**src/rtl/ender_rtc_calendar.sv**
```systemverilog
// Real-time clock/calendar: prescaled seconds tick with a leap-aware carry chain,
// per-field inc/dec editing with day clamping, deferred ticks on edit collision, and an hh:mm alarm.
module ender_rtc_calendar #(
  parameter int TICK_DIV = 32768,
  parameter int YEAR_MAX = 99
) (
  input  logic       clock,
  input  logic       reset,
  input  logic       run,
  input  logic [2:0] sel,
  input  logic       inc,
  input  logic       dec,
  input  logic       alarm_en,
  output logic [5:0] sec,
  output logic [5:0] min,
  output logic [4:0] hour,
  output logic [4:0] day,
  output logic [3:0] month,
  output logic [6:0] year,
  output logic [4:0] alarm_hour,
  output logic [5:0] alarm_min,
  output logic       sec_pulse,
  output logic       alarm_hit,
  output logic       half_sec
);

  localparam int PW = $clog2(TICK_DIV);
  localparam logic [PW-1:0] PRE_LAST = PW'(TICK_DIV - 1);
  localparam logic [PW-1:0] PRE_HALF = PW'(TICK_DIV / 2);
  localparam logic [6:0]    YMAX     = 7'(YEAR_MAX);

  logic [PW-1:0] pre_q, pre_d;
  logic          pend_q, pend_d;
  logic [5:0]    sec_q, sec_d, min_q, min_d, amin_q, amin_d;
  logic [4:0]    hour_q, hour_d, day_q, day_d, ahour_q, ahour_d;
  logic [3:0]    month_q, month_d;
  logic [6:0]    year_q, year_d;
  logic          pulse_q, pulse_d, hit_q, hit_d, half_q, half_d;

  logic          tick, edit, do_tick;
  logic [4:0]    dim_cur, dim_new;
  logic [3:0]    month_new;
  logic [6:0]    year_new;

  function automatic logic [4:0] days_in_month(input logic [3:0] m, input logic [6:0] y);
    case (m)
      4'd4, 4'd6, 4'd9, 4'd11: days_in_month = 5'd30;
      4'd2:                    days_in_month = (y[1:0] == 2'd0) ? 5'd29 : 5'd28;
      default:                 days_in_month = 5'd31;
    endcase
  endfunction

  always_comb begin
    pre_d     = pre_q;
    pend_d    = pend_q;
    sec_d     = sec_q;
    min_d     = min_q;
    hour_d    = hour_q;
    day_d     = day_q;
    month_d   = month_q;
    year_d    = year_q;
    ahour_d   = ahour_q;
    amin_d    = amin_q;
    month_new = month_q;
    year_new  = year_q;
    dim_new   = 5'd31;
    dim_cur   = days_in_month(month_q, year_q);

    // inc and dec together cancel and do not count as an edit
    tick    = run && (pre_q == PRE_LAST);
    edit    = inc ^ dec;
    do_tick = (tick || pend_q) && !edit;
    pend_d  = (tick || pend_q) && edit;

    if (edit && (sel == 3'd0))
      pre_d = '0;
    else if (run)
      pre_d = (pre_q == PRE_LAST) ? '0 : pre_q + PW'(1);

    if (do_tick) begin
      if (sec_q != 6'd59) sec_d = sec_q + 6'd1;
      else begin
        sec_d = 6'd0;
        if (min_q != 6'd59) min_d = min_q + 6'd1;
        else begin
          min_d = 6'd0;
          if (hour_q != 5'd23) hour_d = hour_q + 5'd1;
          else begin
            hour_d = 5'd0;
            if (day_q != dim_cur) day_d = day_q + 5'd1;
            else begin
              day_d = 5'd1;
              if (month_q != 4'd12) month_d = month_q + 4'd1;
              else begin
                month_d = 4'd1;
                year_d  = (year_q == YMAX) ? 7'd0 : year_q + 7'd1;
              end
            end
          end
        end
      end
    end else if (edit) begin
      case (sel)
        3'd0: sec_d = inc ? ((sec_q == 6'd59) ? 6'd0 : sec_q + 6'd1)
                          : ((sec_q == 6'd0) ? 6'd59 : sec_q - 6'd1);
        3'd1: min_d = inc ? ((min_q == 6'd59) ? 6'd0 : min_q + 6'd1)
                          : ((min_q == 6'd0) ? 6'd59 : min_q - 6'd1);
        3'd2: hour_d = inc ? ((hour_q == 5'd23) ? 5'd0 : hour_q + 5'd1)
                           : ((hour_q == 5'd0) ? 5'd23 : hour_q - 5'd1);
        3'd3: day_d = inc ? ((day_q >= dim_cur) ? 5'd1 : day_q + 5'd1)
                          : ((day_q <= 5'd1) ? dim_cur : day_q - 5'd1);
        3'd4: begin
          month_new = inc ? ((month_q == 4'd12) ? 4'd1 : month_q + 4'd1)
                          : ((month_q == 4'd1) ? 4'd12 : month_q - 4'd1);
          dim_new   = days_in_month(month_new, year_q);
          month_d   = month_new;
          if (day_q > dim_new) day_d = dim_new;
        end
        3'd5: begin
          year_new = inc ? ((year_q == YMAX) ? 7'd0 : year_q + 7'd1)
                         : ((year_q == 7'd0) ? YMAX : year_q - 7'd1);
          dim_new  = days_in_month(month_q, year_new);
          year_d   = year_new;
          if (day_q > dim_new) day_d = dim_new;
        end
        3'd6: ahour_d = inc ? ((ahour_q == 5'd23) ? 5'd0 : ahour_q + 5'd1)
                            : ((ahour_q == 5'd0) ? 5'd23 : ahour_q - 5'd1);
        default: amin_d = inc ? ((amin_q == 6'd59) ? 6'd0 : amin_q + 6'd1)
                              : ((amin_q == 6'd0) ? 6'd59 : amin_q - 6'd1);
      endcase
    end

    pulse_d = do_tick;
    hit_d   = do_tick && alarm_en && (hour_d == ahour_q) && (min_d == amin_q) && (sec_d == 6'd0);
    half_d  = (pre_q < PRE_HALF);
  end

  always_ff @(posedge clock) begin
    if (reset) begin
      pre_q   <= '0;
      pend_q  <= 1'b0;
      sec_q   <= 6'd0;
      min_q   <= 6'd0;
      hour_q  <= 5'd0;
      day_q   <= 5'd1;
      month_q <= 4'd1;
      year_q  <= 7'd0;
      ahour_q <= 5'd0;
      amin_q  <= 6'd0;
      pulse_q <= 1'b0;
      hit_q   <= 1'b0;
      half_q  <= 1'b1;
    end else begin
      pre_q   <= pre_d;
      pend_q  <= pend_d;
      sec_q   <= sec_d;
      min_q   <= min_d;
      hour_q  <= hour_d;
      day_q   <= day_d;
      month_q <= month_d;
      year_q  <= year_d;
      ahour_q <= ahour_d;
      amin_q  <= amin_d;
      pulse_q <= pulse_d;
      hit_q   <= hit_d;
      half_q  <= half_d;
    end
  end

  assign sec        = sec_q;
  assign min        = min_q;
  assign hour       = hour_q;
  assign day        = day_q;
  assign month      = month_q;
  assign year       = year_q;
  assign alarm_hour = ahour_q;
  assign alarm_min  = amin_q;
  assign sec_pulse  = pulse_q;
  assign alarm_hit  = hit_q;
  assign half_sec   = half_q;

endmodule
```
**config.mk**
```make
export PLATFORM = sky130hd
export DESIGN_NAME = ender_rtc_calendar
export DESIGN_NICKNAME = d
export VERILOG_FILES = /design/src/rtl/ender_rtc_calendar.sv
export SDC_FILE = /design/constraint.sdc
export NUM_CORES = 1
export LEC_CHECK = 0
export ABC_AREA = 1
export CAP_MARGIN = 30
export CORE_ASPECT_RATIO = 0.75
export CORE_MARGIN = 8
export CORE_UTILIZATION = 25
export CTS_BUF_LIST = sky130_fd_sc_hd__clkbuf_4
export CTS_CLUSTER_DIAMETER = 200
export CTS_CLUSTER_SIZE = 20
export DETAILED_ROUTE_END_ITERATION = 12
export HOLD_SLACK_MARGIN = 0.03
export PLACE_DENSITY = 0.4
export SYNTH_ARGS = -nofsm -noshare
export SYNTH_HDL_FRONTEND = slang
export SYNTH_SLANG_ARGS = --single-unit
```
**constraint.sdc**
```tcl
create_clock -name clock -period 3.3 [get_ports clock]
set_clock_uncertainty 0.1 [all_clocks]
set_input_delay 0.495 -clock clock [delete_from_list [all_inputs] [get_ports clock]]
set_output_delay 0.495 -clock clock [all_outputs]
set_load 0.01 [all_outputs]
```
-- Yosys cells after proc, flatten, opt, wreduce, memory -nomap -nowiden
Cells that the tools add are included.
- register bits after elaboration: 63
- bits in latches: 0
- memory bits (writable): 0
- bits in read-only memories: 0
- bits of input ports: 9
- word-level logic and storage cells: 186
- memories kept: 0
- $add $sub $neg: 17
- multipliers: 0
- div/mod/pow operators: 0
- $lt $le $gt $ge: 5
- eq/ne operators: 39
- shift operators: 0
- multiplexer cells: 76
- bitwise gates (word level): 3
- reduce and logical (&&, ||, !) cells: 33
- operator list (operator ; count):
    5-bit two-way mux ; 29
    6-bit two-way mux ; 18
    7-bit two-way mux ; 11
    4-bit two-way mux ; 11
    6-bit logical NOT ; 4
    4-bit == test, second input constant ; 5
    6-bit by 1-bit adder with 6-bit output, second input constant ; 3
    6-bit == test, second input constant ; 3
    6-bit by 1-bit subtractor with 6-bit output, second input constant ; 3
    4-bit by 3-bit == test with 1-bit output, second input constant ; 4
    15-bit by 1-bit adder with 15-bit output, second input constant ; 1
    5-bit by 1-bit adder with 5-bit output, second input constant ; 3
    15-bit == test, second input constant ; 1
    15-bit < comparator, second input constant ; 1
    15-bit two-way mux ; 1
    5-bit one-hot mux with 3 select lines ; 1
    5-bit by 1-bit subtractor with 5-bit output, second input constant ; 3
    7-bit AND reduction ; 2
    6-bit inequality test, second input constant ; 2
    2-bit one-hot mux with 2 select lines ; 3
    5-bit == test, second input constant ; 2
    5-bit greater-than comparator ; 2
    5-bit logical NOT ; 2
    2-bit inequality test, second input constant ; 5
    other kinds (34) ; 53

-- Logic depth before layout (Yosys ltp)
- depth after elaboration: 14
- gate-level depth with buffers: 23
- mapped depth without buffers: 22

-- Least setup slack after synthesis
Ideal clock, no wire load.
- path kind: register to register
- start point: reg month_q[0], in the netlist month[0]
- end point: reg day_q[2], in the netlist day[2]
- setup time: 0.120 ns
- arrival: 2.720 ns
- data required time: 3.080 ns
- setup slack: 0.360 ns
- cell stages (with the launch flop): 18
- buffers on the path: 0
- clock period less this slack: 2.940 ns
- cells stage by stage: dfxtp_1 > inv_1 > ha_1 > or2_2 > nand4_1 > o21ai_0 > or2_2 > nand3_1 > nand2_1 > inv_1 > ha_1 > a21oi_1 > o21ai_0 > nand2_1 > o21ai_0 > nand2_1 > nand3_4 > o31a_1
- word-level cells in the longest chain between the ends: 12
- elaborated cells on any way between the ends: 44
- classes of those cells: 2 x add/sub; 3 x order compare; 15 x eq/ne; 21 x mux; 3 x reduce/logical
- ends and longest elaborated chain (element ; RTL line ; RTL):
    start, declared ; 36 ; logic [3:0] month_q, month_d;
    start signal, assigned ; 160 ; month_q <= month_d;
    4-bit by 1-bit subtractor with 4-bit output (tied with other cells) ; 114 ; : ((month_q == 4'd1) ? 4'd12 : month_q - 4'd1);
    4-bit two-way mux, on equally long branches ; 114, 113 ;
    4-bit two-way mux ; 113 ; month_new = inc ? ((month_q == 4'd12) ? 4'd1 : month_q + 4'd1)
    4-bit by 3-bit == test with 1-bit output / 4-bit == test (equally long branches) ; 46 ; case (m)
    4-bit OR reduction ; 46 ;
    2-bit one-hot mux with 2 select lines ; 46 ;
    5-bit two-way mux ; 103 ; case (sel)
    5-bit two-way mux ; 102 ; end else if (edit) begin
    5-bit two-way mux ; 80 ; if (do_tick) begin
    5-bit greater-than comparator ; 117 ; if (day_q > dim_new) day_d = dim_new;
    3-bit inequality test (no source line) ; -- ;
    7-bit AND reduction (no source line) ; -- ;
    end signal, assigned ; 159 ; day_q <= day_d;
    end, declared ; 35 ; logic [4:0] hour_q, hour_d, day_q, day_d, ahour_q, ahour_d;
Parallel ways exist; a longest one is shown, timed or not. The select of a mux whose other input is x is not followed.
A chain may end at the register's enable or synchronous reset.

-- Worst setup path after layout
- start point: reg month_q[0], in the netlist month[0]
- end point: reg day_q[4], in the netlist day[4]
Same word-level chain as after synthesis.

==> results.toml <==
[timing]
post-route-period-util_pct = 88.96
finalSetupViolations = 0
fmax_mhz = 340.6
finalHoldViolations = 0
worst-slew-pin-transition_ns = 0.5175
drv_slew = 0
relSlewSlack_pct = 65.35
hold_ws_ns = 0.3124
fin_crit_ns = 2.936
rsz0062_at_grt = "false"

[setup_path]
cp-start-kind = "flop"
crit_type = "reg2reg"
r2r_slack_ns = 0.36
required_ns = 3.55
crit_path_max_fanout = 10
endpoint_kind = "flop"
arrival_ns = 3.18
r2r_cells = 17

[logic_synthesis]
synth-compound-area-share_pct = 15.82
synthAdderAreaFrac_pct = 6.421
synth_mux_area_share_pct = 0
synth_area_leaders = "dfxtp_1 (23%), nand2_1 (15%), nand3_1 (9.4%), ha_1 (6.4%), inv_1 (6.2%)"
seq_area_frac_synth_pct = 23.11
synth_top_family_by_area = "simple AND/OR/NAND/NOR gates"
synth_top_area_share_pct = 23.11
syn_area_um2 = 5456
synth_largest_area_cell = "dfxtp_1"
ys_seq_elements = 63
yosysMostFrequentCell = "nand2_1"
synthXorXnorAreaFrac_pct = 5.457
synth_ff_type = "dfxtp_1"
synthArstFlopShare_pct = 0
synth_commonest_cells = "nand2_1 (220), nand3_1 (103), inv_1 (90)"
yosysWarnings = 0
synth_edf_count = 0
synthSimpleGateAreaFrac_pct = 39.51
synthCells = 883
syn_area_per_cell_um2 = 6.179
ys_types = 47
syn-num-nets = 920

[drt]
route.detailed.drc = 0
vias_per_cell = 4.732
vias = 5877
routed_wl_um = 17990
first_iter_violations = 429
drtPass1Iterations = 5
ant_nets = 0
avgRoutedWirePerCell_um = 14.48

[cells_and_area]
postLayoutCoreUtil_pct = 31.12
final_nets = 986
fillers = 2388
insertedDiodeCount = 0
final_cells = 1242
syn_to_final_growth_pct = 21.46
drive_above_1_share_pct = 9.644
design_area_um2 = 6628

[global_routing]
antenna_found_initial = 0
grt_max_degree = 29
grt_usage_pct = 13.37
grt_pass1_vias = 5322
grt_overflow = 0
grt_pass1_wl_um = 29190

[clocking]
cts_max_level = 3
cts_tree = "yes"
cts.clk_slew.worst_paths_ns = 0.13
cts.path.max_buffers = 2
clock_latency_ns = 0.45
root_buffer = "clkbuf_4"
cts_num_sinks = 63
cts_buffers = 9
post_cts_buffers = 0
ctsHoldBuffers = 0
cts-resized-gates = 0

[floorplanning]
dieWidth_um = 186.6
die_y_um = 143.9
start_util_pct = 25.62
die_area_um2 = 26860
rows = 46
core_um2 = 21300
ios = 56

[hold_path]
whs_path_depth = 1
holdCritPathClass = "reg2reg"

[status]
outcome = "finished clean"

[placed_design]
dpl.cell_count = 1226
portBuffers = 55
gp_congestion = 0.8161
dp_hpwl_um = 13740
place_area_um2 = 6444

[power_and_ir_drop]
power.total_mw = 1.938
p_leak_nw = 2.846
p_per_area_nw_per_um2 = 292.4
ir_drop_uv = 150.9

[run]
cap_viol_max_count = 0
==> through the flow <==
step	setup slack, ns	setup TNS [ns]
final	0.3644	0
after global placement	0.02647	0
after detailed placement	-0.01125	-0.01125
after floorplan	0.3602	0
after CTS	0.1737	0
after global routing	0.008720	0
==> cells in the final DEF (no fill, tap or decap), types with 9 or more instances in the layout <==
master and n:
nand4_1 21, nand2_1 220, a21oi_1 59, nor3_1 13, dfxtp_1 62, xnor2_1 10
o21ai_0 55, nand3_1 102, inv_1 89, clkbuf_4 9, nor2_1 87, ha_1 27
xor2_1 24, buf_4 28, nand2_2 9, clkdlybuf4s50_1 55
==> critical path: stages, from the launching register on <==
cell     delay [ns]
dfxtp_1        0.33
buf_4          0.15
ha_1           0.22
xnor2_1        0.13
a31oi_1        0.21
o21ai_1        0.13
or2_2          0.28
nand3_1        0.09
nand2_1        0.06
inv_1          0.05
ha_1           0.21
a21oi_1        0.13
o21ai_0        0.10
nand2_1        0.06
o21ai_0        0.07
nand2_1        0.11
nand3_4        0.14
o31a_1         0.28
==> state kept, by name, summed over array words and instances, names as in the netlist <==
| register | cells |
|---|---|
| alarm_hit | 1 |
| alarm_hour | 5 |
| alarm_min | 6 |
| day | 5 |
| half_sec | 1 |
| hour | 5 |
| min | 6 |
| month | 4 |
| pend_q | 1 |
| pre_q | 15 |
| sec | 6 |
| sec_pulse | 1 |
| year | 7 |
==> cells by family after synthesis <==
family,after synthesis
compound gates,150
xor+xnor,34
fa+ha+maj,28
buf+inv,128
flops,63
simple gates,480
==> metal layers <==
layer  vias to the layer above  global-route usage (%)  share of wire (%)
met2                       122                   19.21                 39
li1                       3056                       -                  -
met5                         -                       0                  0
met3                        12                   2.978                4.8
met1                      2687                   19.76                 55
met4                         0                   2.918               0.91
==> worst paths after layout <==
check / from / endpoint
worst max register to register: month[0]$_SDFFE_PP1P_ / day[4]$_SDFFE_PP0P_
worst min register to register: pre_q[14]$_SDFFE_PP0P_ / half_sec$_SDFF_PP1_
worst max-delay path: month[0]$_SDFFE_PP1P_ / day[4]$_SDFFE_PP0P_
worst min-delay path: pre_q[14]$_SDFFE_PP0P_ / half_sec$_SDFF_PP1_
==> power breakdown <==
group,total [mW],internal (mW),switching (mW)
Combinational,0.458,0.183,0.275
Sequential,0.820,0.782,0.0379
Clock,0.660,0.308,0.351
==> layout make-up <==
type	instances	area, µm²	share of cell area [%]
well taps	288	360.3	5.437
flip-flops and latches	63	1262	19.05
repair buffers	84	780.7	11.78
clock buffers	9	67.56	1.019
multi-input cells	692	3687	55.64
clock inverters	7	95.09	1.435
inverters	99	374.1	5.645
(Power assumes the default switching activity.)
